**config.mk**
```make
export PLATFORM = sky130hd
export DESIGN_NAME = shift_chain_arbiter
export DESIGN_NICKNAME = d
export VERILOG_FILES = /design/src/rtl/shift_chain_arbiter.sv
export SDC_FILE = /design/constraint.sdc
export NUM_CORES = 1
export LEC_CHECK = 0
export CORE_ASPECT_RATIO = 2
export CORE_MARGIN = 1
export CORE_UTILIZATION = 37
export CTS_CLUSTER_DIAMETER = 30
export DETAILED_ROUTE_END_ITERATION = 16
export PLACE_DENSITY_LB_ADDON = 0.1
export REMOVE_ABC_BUFFERS = 1
export SYNTH_ARGS = -nofsm -noshare
export SYNTH_HDL_FRONTEND = slang
export SYNTH_SLANG_ARGS = --single-unit
```
**constraint.sdc**
```tcl
create_clock -name clk -period 1.4 [get_ports clk]
set_input_delay 0.14 -clock clk [delete_from_list [all_inputs] [get_ports clk]]
set_output_delay 0.14 -clock clk [all_outputs]
set_load 0.05 [all_outputs]
```
**src/rtl/shift_chain_arbiter.sv**
```systemverilog
// Round-robin arbiter sharing one 74LS165 parallel-in/serial-out capture chain among NREQ requesters.
// The granted requester gets one load/shift sequence; the assembled word is returned tagged with its index.
module shift_chain_arbiter #(
  parameter int unsigned NREQ  = 2,
  parameter int unsigned LANES = 2,
  parameter int unsigned BITS  = 8,
  localparam int unsigned SW   = (NREQ > 1) ? $clog2(NREQ) : 1,
  localparam int unsigned DW   = LANES * BITS
) (
  input  logic             clk,
  input  logic             reset,
  input  logic [NREQ-1:0]  req,
  output logic [NREQ-1:0]  gnt,
  output logic             shld,
  output logic             serclk,
  input  logic [LANES-1:0] sdin,
  output logic [DW-1:0]    data,
  output logic [SW-1:0]    data_src,
  output logic             data_valid,
  output logic             busy,
  output logic [4:0]       count
);

  typedef enum logic [1:0] {IDLE, LOAD, SHIFT, DONE} state_t;

  state_t          state_q, state_n;
  logic            load_q, load_n;
  logic [4:0]      bit_q, bit_n;
  logic            phase_q, phase_n;
  logic [SW-1:0]   ptr_q, ptr_n;
  logic [SW-1:0]   src_q, src_n;
  logic [NREQ-1:0] gnt_n;
  logic            busy_n;
  logic            shld_n, serclk_n, shift_q, shift_n;
  logic [4:0]      count_n;

  logic [BITS-1:0] lane_sr [LANES];
  logic [DW-1:0]   data_n;
  logic            capture, last_sample;

  // Round-robin search: rotate the request vector so bit 0 is the pointer position.
  logic [2*NREQ-1:0] req_rot;
  logic              found;
  logic [31:0]       pick_sum;
  logic [SW-1:0]     pick;

  always_comb begin
    req_rot  = {req, req} >> ptr_q;
    found    = 1'b0;
    pick_sum = 32'(ptr_q);
    for (int unsigned i = 0; i < NREQ; i++) begin
      if (!found && req_rot[i]) begin
        found    = 1'b1;
        pick_sum = 32'(ptr_q) + i;
      end
    end
    pick = (pick_sum >= NREQ) ? SW'(pick_sum - NREQ) : SW'(pick_sum);
  end

  always_ff @(posedge clk) begin
    if (reset) begin
      state_q <= IDLE;
      load_q  <= 1'b0;
      bit_q   <= 5'd0;
      phase_q <= 1'b0;
      ptr_q   <= '0;
      src_q   <= '0;
    end else begin
      state_q <= state_n;
      load_q  <= load_n;
      bit_q   <= bit_n;
      phase_q <= phase_n;
      ptr_q   <= ptr_n;
      src_q   <= src_n;
    end
  end

  // Next state plus next values of the registered pins (pins trail the state by one cycle).
  always_comb begin
    state_n  = state_q;
    load_n   = load_q;
    bit_n    = bit_q;
    phase_n  = phase_q;
    ptr_n    = ptr_q;
    src_n    = src_q;
    gnt_n    = gnt;
    busy_n   = busy;
    shld_n   = (state_q != LOAD);
    serclk_n = (state_q == SHIFT) && phase_q;
    count_n  = (state_q == SHIFT) ? bit_q : 5'd0;
    shift_n  = (state_q == SHIFT);
    unique case (state_q)
      IDLE: begin
        gnt_n  = '0;
        busy_n = 1'b0;
        // A grant still showing from the previous transaction forces one idle cycle.
        if (gnt == '0 && found) begin
          gnt_n   = NREQ'(1) << pick;
          busy_n  = 1'b1;
          src_n   = pick;
          load_n  = 1'b0;
          state_n = LOAD;
        end
      end
      LOAD: begin
        if (load_q) begin
          bit_n   = 5'd0;
          phase_n = 1'b0;
          state_n = SHIFT;
        end else begin
          load_n = 1'b1;
        end
      end
      SHIFT: begin
        if (!phase_q) begin
          if (bit_q == 5'(BITS - 1)) state_n = DONE;
          else                       phase_n = 1'b1;
        end else begin
          phase_n = 1'b0;
          bit_n   = bit_q + 5'd1;
        end
      end
      DONE: begin
        ptr_n   = (src_q == SW'(NREQ - 1)) ? '0 : src_q + SW'(1);
        state_n = IDLE;
      end
      default: state_n = IDLE;
    endcase
  end

  always_ff @(posedge clk) begin
    if (reset) begin
      gnt     <= '0;
      busy    <= 1'b0;
      shld    <= 1'b1;
      serclk  <= 1'b0;
      count   <= 5'd0;
      shift_q <= 1'b0;
    end else begin
      gnt     <= gnt_n;
      busy    <= busy_n;
      shld    <= shld_n;
      serclk  <= serclk_n;
      count   <= count_n;
      shift_q <= shift_n;
    end
  end

  // Lanes are sampled while the pins show a shift-phase cycle with serclk low.
  assign capture     = shift_q && !serclk;
  assign last_sample = capture && (count == 5'(BITS - 1));

  always_comb begin
    data_n = data;
    for (int l = 0; l < LANES; l++) begin
      data_n[(LANES-l)*BITS-1 -: BITS] = {lane_sr[l][BITS-2:0], sdin[l]};
    end
  end

  always_ff @(posedge clk) begin
    if (reset) begin
      for (int l = 0; l < LANES; l++) lane_sr[l] <= '0;
      data       <= '0;
      data_src   <= '0;
      data_valid <= 1'b0;
    end else begin
      if (capture) begin
        for (int l = 0; l < LANES; l++) lane_sr[l] <= {lane_sr[l][BITS-2:0], sdin[l]};
      end
      if (last_sample) begin
        data     <= data_n;
        data_src <= src_q;
      end
      data_valid <= last_sample;
    end
  end

endmodule

```
# After elaboration in Yosys (flattened, before gate mapping)
# Memories as Yosys holds them, arrays and structs flattened.
# Index checks and enable logic that the tools add are counted.
# classes
n_reduce_logical,17
order_cmp,1
bitwise_logic,3
n_addsub,4
mux,28
eq_ne,11
n_shift,2
# ops
op,count
two-way mux 8 bit,2
two-way mux 1 bit,14
two-way mux 2 bit,6
== test 5 x 3 -> 1 bit (second input constant),2
two-way mux 5 bit,2
case mux 5 bit (2 select lines),1
inequality test 2 bit (second input constant),4
case mux 2 bit (4 select lines),1
AND reduction 2 bit,3
adder 5 x 1 -> 5 bit (second input constant),1
logical AND 1 bit,5
== test 2 bit (second input constant),2
logical NOT 2 bit,2
inequality test 2 x 1 -> 1 bit (second input constant),2
case mux 1 bit (2 select lines),2
AND reduction 4 bit,1
nonzero test 2 bit,2
right shift 4 x 1 -> 2 bit,1
AND reduction 3 bit,1
adder 1 x 1 -> 2 bit (second input constant),1
== test 2 x 1 -> 1 bit (second input constant),1
greater-or-equal comparator 2 bit (second input constant),1
logical NOT 1 bit,2
bitwise OR 1 bit,2
5 further kinds,5
# word_totals
out_inout_bits,28
input_bits,6
mem_bits_rw,16
mem_count,1
reg_bits,40
# memory_table
name,depth,width,read_ports,rd_clocked_by_memory_dff,wr,line_no,source
lane_sr,2,8,2,0,2,37,logic [BITS-1:0] lane_sr [LANES];

# Longest topological paths before layout
# Gate-level depths: netlist (run 1).
# logic_depth
ltp_word,9
ltp_mapped,7
depth_no_buf,6

# Least setup slack after synthesis (run 1)
# Ideal clock, no wire load.
# synth_timing
path_kind,register to register
startpoint,reg count[1]
endpoint,reg data[0]
arrival_ns,1.568
setup_slack_ns,-0.300
n_path_buf,2
synth_period_minus_slack_ns,1.700
path_stages_with_launch,7
setup_time_ns,0.132
path_cell_list,dfxtp_1 -> nand4b_1 -> or3_1 -> buf_2 -> buf_2 -> nand2_1 -> a21oi_1
# synth_between
elab_chain_cells,2
# synth_lines
element,line_no,source
"start, declared",21,output logic [4:0] count
"start signal, assigned",144,count <= count_n;
== test 5 x 3 -> 1 bit,151,assign last_sample = capture && (count == 5'(BITS - 1));
logical AND 1 bit,151,
"end signal, assigned",171,data <= data_n;
"end, declared",17,"output logic [DW-1:0] data,"
# Every way passes these cells.
# A chain may end at the register's enable or synchronous reset.

# Final worst setup path (run 1)
# layout_timing
startpoint,reg state_q[1]
endpoint,reg bit_q[4]
# layout_between
elab_chain_cells,3
word_cells_on_any_way,7
classes_between,4 x eq/ne; 1 x mux; 2 x reduce/logical
# layout_lines
element,line_no,source
"start, declared",26,"state_t state_q, state_n;"
"start signal, assigned",69,state_q <= state_n;
== test 2 bit or == test 2 x 1 -> 1 bit (tied branches),92,unique case (state_q)
inequality test 2 bit (no line) or nonzero test 2 bit (tied branches),--,
AND reduction 3 bit (no line),--,
"end signal, assigned",71,bit_q <= bit_n;
"end, declared",28,"logic [4:0] bit_q, bit_n;"
# Parallel ways exist; a longest one is shown, timed or not.

==> results.md, run 1 <==
* Status: complete, but fails checks
* Failing checks: setup timing
* Setup_tns at -0.00473 ns
* P&R area growth vs syn at 44.2%
* Slew @ Worst Pin at 0.406 ns
* Total number of vias at 1623
* Mapped Cells at 211
* DPL Wire Length at 3.14 mm
* Drt wl/cell at 12.9 um
* Max FO, Critical Path at 5
* Metal2 WL at 2.44 mm
* Fin Clk Skew at 0.00468 ns
* Required time of the critical path at 1.60 ns
* Synthesis-stage register bit count at 54
* Core ar. at 5470 um^2
* Initial core utilization at 38.6%
* Synth area leaders: dfxtp_1 (38%), edfxtp_1 (20%), nand2_1 (7.1%)
* Most frequent cells in the layout: buf_4 (45), nand2_1 (40), dfxtp_1 (38)
* Clock Latency Late Sink at 0.31 ns
* Post-route cell area at 3040 um^2
* Final core occ at 55.7%
* Fill cells at 506
* Peak Freq at 712 MHz
* Top_reg_cell synth: dfxtp_1
* # diodes at 0
* Fraction of layout cells with a size suffix above 1 at 31.5%
* Final setup margin at -0.00473 ns
* Top-area cell type share of the netlist area at 37.9%
* Max-capacitance violation count at 0
* Hold Crit Class: in -> reg
* Worst Path Arrival at 1.60 ns
* DR top layer: met4
* Final hold violation count at 0
* Syn. warnings at 0
* Synth async-reset ratio at 0%
* Full die area at 6030 um^2
* IO Port Bufs at 33
* Largest net degree at the start of global routing at 30
* VDD IR-drop max at 1.21 mV
* Fin crit share at 100%
* Placed Area at 2830 um^2
* Vias in the first global route at 1627
* Area of the multi-input gates at 907 um^2
* Pwr Density at 1430 nW/um^2
* Leakage power at 1.17 nW
* Antenna violations before repair at 0
* Cells after DPL at 326
* EDFF count, synth at 14
* Worst-path clk slew at 0.09 ns
* Final Critical Period at 1.40 ns
* Final antenna-violating net count at 0
* Die width at 55.4 um
* Overall Power at 4.36 mW
* DR vias/cell at 4.83
* CTS Buf Count at 5
* Sequential standard cell area at 1230 um^2
* Drt pass-1 iters at 3
* Synthesized cell area at 2110 um^2
* Rows at 38
* CTS tree: done
* Pre-CTS WS at -0.168 ns
* Sink Count at 54
* RD Place Congestion at 0.765
* Hold Worst Slack at 0.402 ns
* Final non-filler cell total at 336
* Clock Path Buffers at 2
* 1st-iter DRT viols at 28
* Setup Viol. Count Final at 1
* Routed wl met3 at 111 um
* DRT met1 WL at 1.68 mm
* Crit end category: register
* GR Util All Layers at 15.2%
* Slew Limit Fails at 0
* Final routed DRC violation total at 0
* Total Routed Length at 4.33 mm
* Distinct cells, synth at 36
* Syn Area/Cell at 10.0 um^2
* Die height at 109 um
* Most common cell after layout, fill and taps aside: buf_4
* Io pins at 34
* Hold_buf cts at 0
* First-pass GRT wire length at 7.14 mm
* Critical path type: reg -> reg
* Startpoint Class: register
* Worst rel slew slack at 72.8%
* RSZ-0062 raised after global routing: true
* Final nets at 287
* CTS H-tree depth at 2
* Root Driver: clkbuf_8
* Gr ovfl total at 0
* Largest area contributor in the synthesized netlist: dfxtp_1
* Sequential area share after synthesis at 57.9%
flip-flops by register name, indices dropped and copies added, names as in the netlist:
signal / flops
shift_q: 1
lane_sr: 14
src_q: 1
shld: 1
data: 16
serclk: 1
bit_q: 5
gnt: 2
state_q: 2
ptr_q: 1
data_src: 1
load_q: 1
count: 5
busy: 1
data_valid: 1
phase_q: 1
where the power goes:
group          leakage, nW  internal (mW)  total (mW)  switching [mW]
Combinational        0.646          0.714        1.41           0.693
Sequential           0.470           1.77        1.92           0.147
Clock               0.0514          0.534        1.04           0.502
Total                 1.17           3.02        4.36            1.34
synth_stat cells (4+ instances only):
cell,number
dfxtp_1,40
nand2_1,40
ha_1,6
a21oi_1,25
and2_1,20
nor2_1,11
clkbuf_1,5
edfxtp_1,14
nor2b_1,4
inv_1,5
path summary, 6_finish.rpt:
path	start	to	slack, ns	cells past startpoint
setup / recovery	state_q[1]	bit_q[4]	-0.005	7
hold reg to reg	data[14]	data[14]	0.45	2
hold / removal	sdin[0]	data[8]	0.40	3
setup reg to reg	state_q[1]	bit_q[4]	-0.005	7
critical path, stage by stage, from the launching register on:
cell and delay, ns:
dfxtp_4 0.40, inv_4 0.04, ha_4 0.16, mux2i_1 0.12, buf_4 0.17, nor4b_4 0.22, xnor2_1 0.14, nor2_1 0.05
kinds of logic (layout without fill, tap and decap cells):
group / after synthesis / after routing / share of synthesized area, %
flops: 54 / 54 / 57.9
compound gates: 38 / 38 / 10.6
simple gates: 94 / 94 / 23.0
fa+ha+maj: 6 / 6 / 3.56
xor+xnor: 3 / 3 / 1.25
mux: 2 / 2 / 0.948
buf+inv: 14 / 79 / 2.85
per-layer routing:
metal  GRT usage, %  up-vias
met1           15.4      753
li1               -      839
met4           7.32        0
met3           2.85        8
met5              0        -
met2           29.2       23
final cells by class:
type                            instances  share of cell area (%)
Clock buffer                            6                    2.38
Clock inverter                          2                    1.23
Inverter                                5                   0.781
Multi-Input combinational cell        143                    29.8
Sequential cell                        54                    40.4
Tap cell                               60                    2.47
Timing Repair Buffer                   66                    23.0
what timing repair did:
action | 4_1_cts | 5_1_grt
pin swaps | 3 | 4
resized for setup | 11 | 13
setup endpoints to repair | 8 | 32
cloned | 0 | 0
buffers inserted | 2 | 0
Power figures use the tool's default switching activity.
==> inputs of run 2 (changes only) <==
--- a/config.mk
+++ b/config.mk
@@ -7,11 +7,12 @@
 export LEC_CHECK = 0
 export CORE_ASPECT_RATIO = 2
 export CORE_MARGIN = 1
-export CORE_UTILIZATION = 37
+export CORE_UTILIZATION = 47
 export CTS_CLUSTER_DIAMETER = 30
 export DETAILED_ROUTE_END_ITERATION = 16
 export PLACE_DENSITY_LB_ADDON = 0.1
 export REMOVE_ABC_BUFFERS = 1
+export SKIP_CTS_REPAIR_TIMING = 1
 export SYNTH_ARGS = -nofsm -noshare
 export SYNTH_HDL_FRONTEND = slang
 export SYNTH_SLANG_ARGS = --single-unit
==> constraint.sdc (replaced) <==
create_clock -name clk -period 1.15 [get_ports clk]
set_input_delay 0.115 -clock clk [delete_from_list [all_inputs] [get_ports clk]]
set_output_delay 0.115 -clock clk [all_outputs]
set_load 0.05 [all_outputs]
==> run 2 against run 1 <==
  * The run still ends with setup timing left
  * Sequential power up 23%
  * Core utilization up 30 points
  * Via count up 12%
  * Critical path depth unchanged
  * Combinational power up 68%
  * Register-to-register slack worse by 0.33 ns
  * Flip-flop and latch count unchanged
  * Fmax down 5.6%
  * Critical path type unchanged
==> results.md, run 2 (synthesized netlist as in run 1, its figures left out) <==
* Status: complete, but fails checks (unchanged)
* Failing checks: setup timing (unchanged)
* Full die area at 4780 um^2 (was 6030 um^2)
* Cells after DPL at 329 (was 326)
* P&R area growth vs syn at 75.5% (was 44.2%)
* VDD IR-drop max at 1.96 mV (was 1.21 mV)
* Leakage power at 1.36 nW (was 1.17 nW)
* Initial core utilization at 48.6% (was 38.6%)
* Peak Freq at 672 MHz (was 712 MHz)
* Fill cells at 226 (was 506)
* DPL Wire Length at 3.38 mm (was 3.14 mm)
* Most frequent cells in the layout: dfxtp_1 (36), buf_4 (31), buf_12 (30) (was buf_4 (45), nand2_1 (40), dfxtp_1 (38))
* Drt wl/cell at 17.0 um (was 12.9 um)
* Total number of vias at 1811 (was 1623)
* Slew Limit Fails at 0 (unchanged)
* Vias in the first global route at 1664 (was 1627)
* Final non-filler cell total at 342 (was 336)
* Required time of the critical path at 1.35 ns (was 1.60 ns)
* Final Critical Period at 1.49 ns (was 1.40 ns)
* Setup Viol. Count Final at 36 (was 1)
* Sink Count at 54 (unchanged)
* Worst-path clk slew at 0.09 ns (about the same)
* Antenna violations before repair at 0 (unchanged)
* First-pass GRT wire length at 7.26 mm (was 7.14 mm)
* GR Util All Layers at 20.2% (was 15.2%)
* Pwr Density at 1690 nW/um^2 (was 1430 nW/um^2)
* RSZ-0062 raised after global routing: true (unchanged)
* IO Port Bufs at 33 (unchanged)
* Drt pass-1 iters at 4 (was 3)
* Fin crit share at 129% (was 100%)
* Final hold violation count at 0 (unchanged)
* Largest Register: data (unchanged)
* Root Driver: clkbuf_8 (unchanged)
* Fraction of layout cells with a size suffix above 1 at 53.8% (was 31.5%)
* Slew @ Worst Pin at 0.283 ns (was 0.406 ns)
* Final routed DRC violation total at 0 (unchanged)
* CTS tree: done (unchanged)
* Critical path type: reg -> reg (unchanged)
* Final setup margin at -0.337 ns (was -0.00473 ns)
* Registers with the most flip-flops: data: 16 flops, lane_sr: 14 flops (unchanged)
* Final nets at 299 (was 287)
* Most common cell after layout, fill and taps aside: dfxtp_1 (was buf_4)
* Io pins at 34 (unchanged)
* Hold Crit Class: in -> reg (unchanged)
* Worst Path Arrival at 1.68 ns (was 1.60 ns)
* Fin Clk Skew at 0.00704 ns (was 0.00468 ns)
* Max FFs per register at 16 (unchanged)
* DR vias/cell at 5.30 (was 4.83)
* Die width at 49.4 um (was 55.4 um)
* Overall Power at 6.27 mW (was 4.36 mW)
* CTS H-tree depth at 2 (unchanged)
* Startpoint Class: register (unchanged)
* Core ar. at 4340 um^2 (was 5470 um^2)
* Clock Path Buffers at 2 (unchanged)
* # diodes at 0 (unchanged)
* Clock Latency Late Sink at 0.31 ns (about the same)
* Placed Area at 3070 um^2 (was 2830 um^2)
* 1st-iter DRT viols at 48 (was 28)
* Total Routed Length at 5.82 mm (was 4.33 mm)
* Max FO, Critical Path at 5 (unchanged)
* Largest net degree at the start of global routing at 18 (was 30)
* Post-route cell area at 3700 um^2 (was 3040 um^2)
* Gr ovfl total at 0 (unchanged)
* Final antenna-violating net count at 0 (unchanged)
* CTS Buf Count at 5 (unchanged)
* Crit end category: register (unchanged)
* Max-capacitance violation count at 0 (unchanged)
* Die height at 96.8 um (was 109 um)
* Worst rel slew slack at 81.0% (was 72.8%)
* Rows at 34 (was 38)
* RD Place Congestion at 0.703 (was 0.765)
-- run 2: cell types whose count changed in the layout (fill, tap and decap cells not counted), moves of 13 or more --
cell	change
a21oi_2	+18
buf_12	+15
a21oi_1	-18
nand2_4	+13
nand2_1	-20
buf_4	-14
-- run 2: path summary, 6_finish.rpt --
| path | from | cells past startpoint | slack, ns | end |
|---|---|---|---|---|
| max | state_q[1] | 7 | -0.34 | bit_q[4] |
| min | sdin[0] | 3 | 0.42 | data[8] |
| max reg2reg | state_q[1] | 7 | -0.34 | bit_q[4] |
| min reg2reg | src_q | 2 | 0.51 | src_q |
-- run 2: through the flow --
step | TNS, ns | hold WS (ns) | util, % | setup WS [ns]
2_1_floorplan | -18.87 | 0.184 | - | -0.528
3_3_place_gp | -12.68 | 0.469 | 70.8 | -0.413
3_5_place_dp | -14.07 | 0.472 | 70.8 | -0.427
4_1_cts | -10.10 | 0.399 | 74.1 | -0.437
5_1_grt | -7.19 | 0.413 | 85.4 | -0.412
6_report | -5.93 | 0.421 | 85.4 | -0.337
-- run 2: final cells by class --
class	count	area [um^2]	share of cell area [%]
clock buffers	6	82.6	2.23
clock inverters	2	60.1	1.62
inverters	5	23.8	0.642
multi-input cells	143	1210	32.6
flip-flops and latches	54	1230	33.2
well taps	54	67.6	1.82
repair buffers	78	1030	27.9
-- run 2: power breakdown --
part	internal, mW	switching (mW)	leakage, nW
clock	0.928	0.609	0.0714
sequential	2.16	0.198	0.471
combinational	1.24	1.13	0.816
total	4.33	1.94	1.36
-- run 2: metal layers --
layer	vias up	global-route usage (%)	part of all wire [%]	wire [um]
li1	861	-	-	-
met1	906	18.1	35	2040
met2	35	39.9	60	3510
met3	9	4.09	2.1	125
met4	0	9.67	2.4	140
met5	-	0	0	0
-- run 2: worst max-delay path, cell delays in order (launching register included) --
cell     delay [ns]
dfxtp_4        0.39
inv_4          0.05
ha_4           0.16
mux2i_1        0.12
buf_4          0.18
nor4b_4        0.26
xnor2_1        0.15
nor2_1         0.06
==> inputs of run 3 (changes only) <==
--- a/config.mk
+++ b/config.mk
@@ -6,11 +6,11 @@
 export NUM_CORES = 1
 export LEC_CHECK = 0
 export CORE_ASPECT_RATIO = 2
-export CORE_MARGIN = 1
+export CORE_MARGIN = 5
 export CORE_UTILIZATION = 47
 export CTS_CLUSTER_DIAMETER = 30
 export DETAILED_ROUTE_END_ITERATION = 16
-export PLACE_DENSITY_LB_ADDON = 0.1
+export PLACE_DENSITY = 0.72
 export REMOVE_ABC_BUFFERS = 1
 export SKIP_CTS_REPAIR_TIMING = 1
 export SYNTH_ARGS = -nofsm -noshare
==> run 3 against run 2 <==
  * The flow still finishes with violations (setup timing)
  * Largest cell class unchanged
  * Global-route usage shrank 3.8 points
  * Total power is 3.7% lower
  * Core utilization shrank 0.69 points
  * Setup slack gained 0.029 ns
  * Largest power group unchanged
  * Clock power shrank 33%
  * Final cell count is 1.5% higher
  * Critical path depth unchanged
  * Combinational power up 10%
  * Fmax grew 2.0%
==> results.md, run 3 (synthesized netlist as in run 1, its figures left out) <==
* Rows at 34 (unchanged)
* Initial core utilization at 48.6% (unchanged)
* Post-route cell area at 3670 um^2 (was 3700 um^2)
* FF-to-FF path depth at 7 (unchanged)
* Total number of vias at 1908 (was 1811)
* Max FO, Critical Path at 8 (was 5)
* R2R Setup Slk at -0.31 ns (was -0.34 ns)
* Required time of the critical path at 1.39 ns (was 1.35 ns)
* Final hold violation count at 0 (unchanged)
* Pint at 3.92 mW (was 4.33 mW)
* Hold Worst Slack at 0.451 ns (was 0.421 ns)
* Most frequent cells in the layout: buf_4 (34), dfxtp_1 (33), buf_12 (29) (was dfxtp_1 (36), buf_4 (31), buf_12 (30))
* Die width at 57.4 um (was 49.4 um)
* Switching Share at 35.1% (was 30.9%)
* Status: complete, but fails checks (unchanged)
* Clock Path Buffers at 2 (unchanged)
* Failing checks: setup timing (unchanged)
* Worst Path Arrival at 1.70 ns (was 1.68 ns)
* First-pass GRT wire length at 7.72 mm (was 7.26 mm)
* Area of the multi-input gates at 1180 um^2 (was 1210 um^2)
* Worst rel slew slack at 69.4% (was 81.0%)
* DR vias/cell at 5.50 (was 5.30)
* Die height at 105 um (was 96.8 um)
* Io pins at 34 (unchanged)
* CTS tree: done (unchanged)
* Crit. Startpoint: count[3] (was state_q[1])
* Clock Latency Late Sink at 0.31 ns (about the same)
* Clk pwr share at 17.0% (was 24.5%)
* Fin Clk Skew at 0.00475 ns (was 0.00704 ns)
* Antenna violations before repair at 0 (unchanged)
* Power share of the sequential group at 39.7% (was 37.6%)
* RD Place Congestion at 0.822 (was 0.703)
* Total Routed Length at 6.77 mm (was 5.82 mm)
* P&R area growth vs syn at 74.1% (was 75.5%)
* RSZ-0062 raised after global routing: true (unchanged)
* Most common cell after layout, fill and taps aside: buf_4 (was dfxtp_1)
* Worst Hold Depth at 3 (unchanged)
* Max-capacitance violation count at 0 (unchanged)
* Fill cells at 214 (was 226)
* Slew @ Worst Pin at 0.456 ns (was 0.283 ns)
* Final routed DRC violation total at 0 (unchanged)
* Worst-path clk slew at 0.09 ns (about the same)
* Final core occ at 84.7% (was 85.4%)
* CP peak stage delay at 0.33 ns (was 0.39 ns)
* Largest net degree at the start of global routing at 18 (unchanged)
* # diodes at 0 (unchanged)
* Slowest CP cell: dfxtp_2 (was dfxtp_4)
* Overall Power at 6.04 mW (was 6.27 mW)
* CTS Buf Count at 5 (unchanged)
* 1st-iter DRT viols at 45 (was 48)
* Final nets at 304 (was 299)
* Drt pass-1 iters at 4 (unchanged)
* Reg2Reg Launch Point: count[3] (was state_q[1])
* Pwr Density at 1640 nW/um^2 (was 1690 nW/um^2)
* Final Critical Period at 1.46 ns (was 1.49 ns)
* Logic pwr share at 43.3% (was 37.9%)
* Setup Viol. Count Final at 51 (was 36)
* Sequential standard cell area at 1230 um^2 (about the same)
* Placed Area at 3050 um^2 (was 3070 um^2)
* Largest Register: data (unchanged)
* VDD IR-drop max at 1.45 mV (was 1.96 mV)
* Drt wl/cell at 19.5 um (was 17.0 um)
* FF-to-FF End: data[0] (was bit_q[4])
* Final antenna-violating net count at 0 (unchanged)
* Core ar. at 4340 um^2 (unchanged)
* Critical path type: reg -> reg (unchanged)
* Cell Chain, Critical Path: nand4b_1, buf_4, nor3_4, buf_4, clkbuf_16, nand2_1, a21oi_1 (was inv_4, ha_4, mux2i_1, buf_4, nor4b_4, xnor2_1, nor2_1)
* Sink Count at 54 (unchanged)
* Root Driver: clkbuf_8 (unchanged)
* Slew Limit Fails at 0 (unchanged)
* Final setup margin at -0.308 ns (was -0.337 ns)
* Vias in the first global route at 1700 (was 1664)
* CTS H-tree depth at 2 (unchanged)
* Gr ovfl total at 0 (unchanged)
* Fraction of layout cells with a size suffix above 1 at 50.2% (was 53.8%)
* Registers with the most flip-flops: data: 16 flops, lane_sr: 14 flops (unchanged)
* Crit end category: register (unchanged)
* Fin crit share at 127% (was 129%)
* Peak Freq at 686 MHz (was 672 MHz)
* P_sw at 2.12 mW (was 1.94 mW)
* Max FFs per register at 16 (unchanged)
* Worst setup path endpoint: data[0] (was bit_q[4])
* Hold Crit Class: in -> reg (unchanged)
* Setup_tns at -7.35 ns (was -5.93 ns)
* DPL Wire Length at 3.59 mm (was 3.38 mm)
* CP most frequent cell: buf_4
* Full die area at 6010 um^2 (was 4780 um^2)
* Leakage power at 1.43 nW (was 1.36 nW)
* GR Util All Layers at 16.4% (was 20.2%)
* Startpoint Class: register (unchanged)
* IO Port Bufs at 33 (unchanged)
-- run 3: per-layer routing --
metal / GRT usage, % / part of all wire [%]
met4: 6.80 / 3.7
met5: 0 / 0
met3: 3.21 / 4.3
met1: 16.0 / 33
met2: 31.6 / 59
-- run 3: worst max-delay path, delay by kind of cell, from the launching register on --
kind / cells / cell delay, ns
AND/OR/NAND/NOR: 3 / 0.40
AO/OA/AOI/OAI: 1 / 0.17
flip-flops: 1 / 0.33
buffers and inverters: 3 / 0.49
-- run 3: power by group through the flow --
stage               clock (mW)  combinational (mW)  sequential, mW
global route              1.12                2.77            2.41
finish                    1.03                2.61            2.40
global placement             0                1.47            2.31
detailed placement           0                1.50            2.32
floorplan                    0               0.647            2.43
CTS                       1.04                1.50            2.28
-- run 3: worst min path at each step --
stage,from,endpoint
finish,sdin[0],data[8]
floorplan,reset,bit_q[0]
global placement,src_q,ptr_q
global route,sdin[0],data[8]
CTS,sdin[0],data[8]
detailed placement,src_q,ptr_q
-- run 3: per-stage QoR --
stage	std cells	setup slack, ns
floorplan	202	-0.528
detailed placement	327	-0.450
global placement	327	-0.394
global route	347	-0.379
CTS	335	-0.468
finish	347	-0.308
-- run 3: layout make-up --
type | instances | area share (%)
Clock buffer | 5 | 1.87
Clock inverter | 3 | 0.443
Inverter | 5 | 0.579
Multi-Input combinational cell | 143 | 32.2
Sequential cell | 54 | 33.6
Tap cell | 54 | 1.84
Timing Repair Buffer | 83 | 29.5
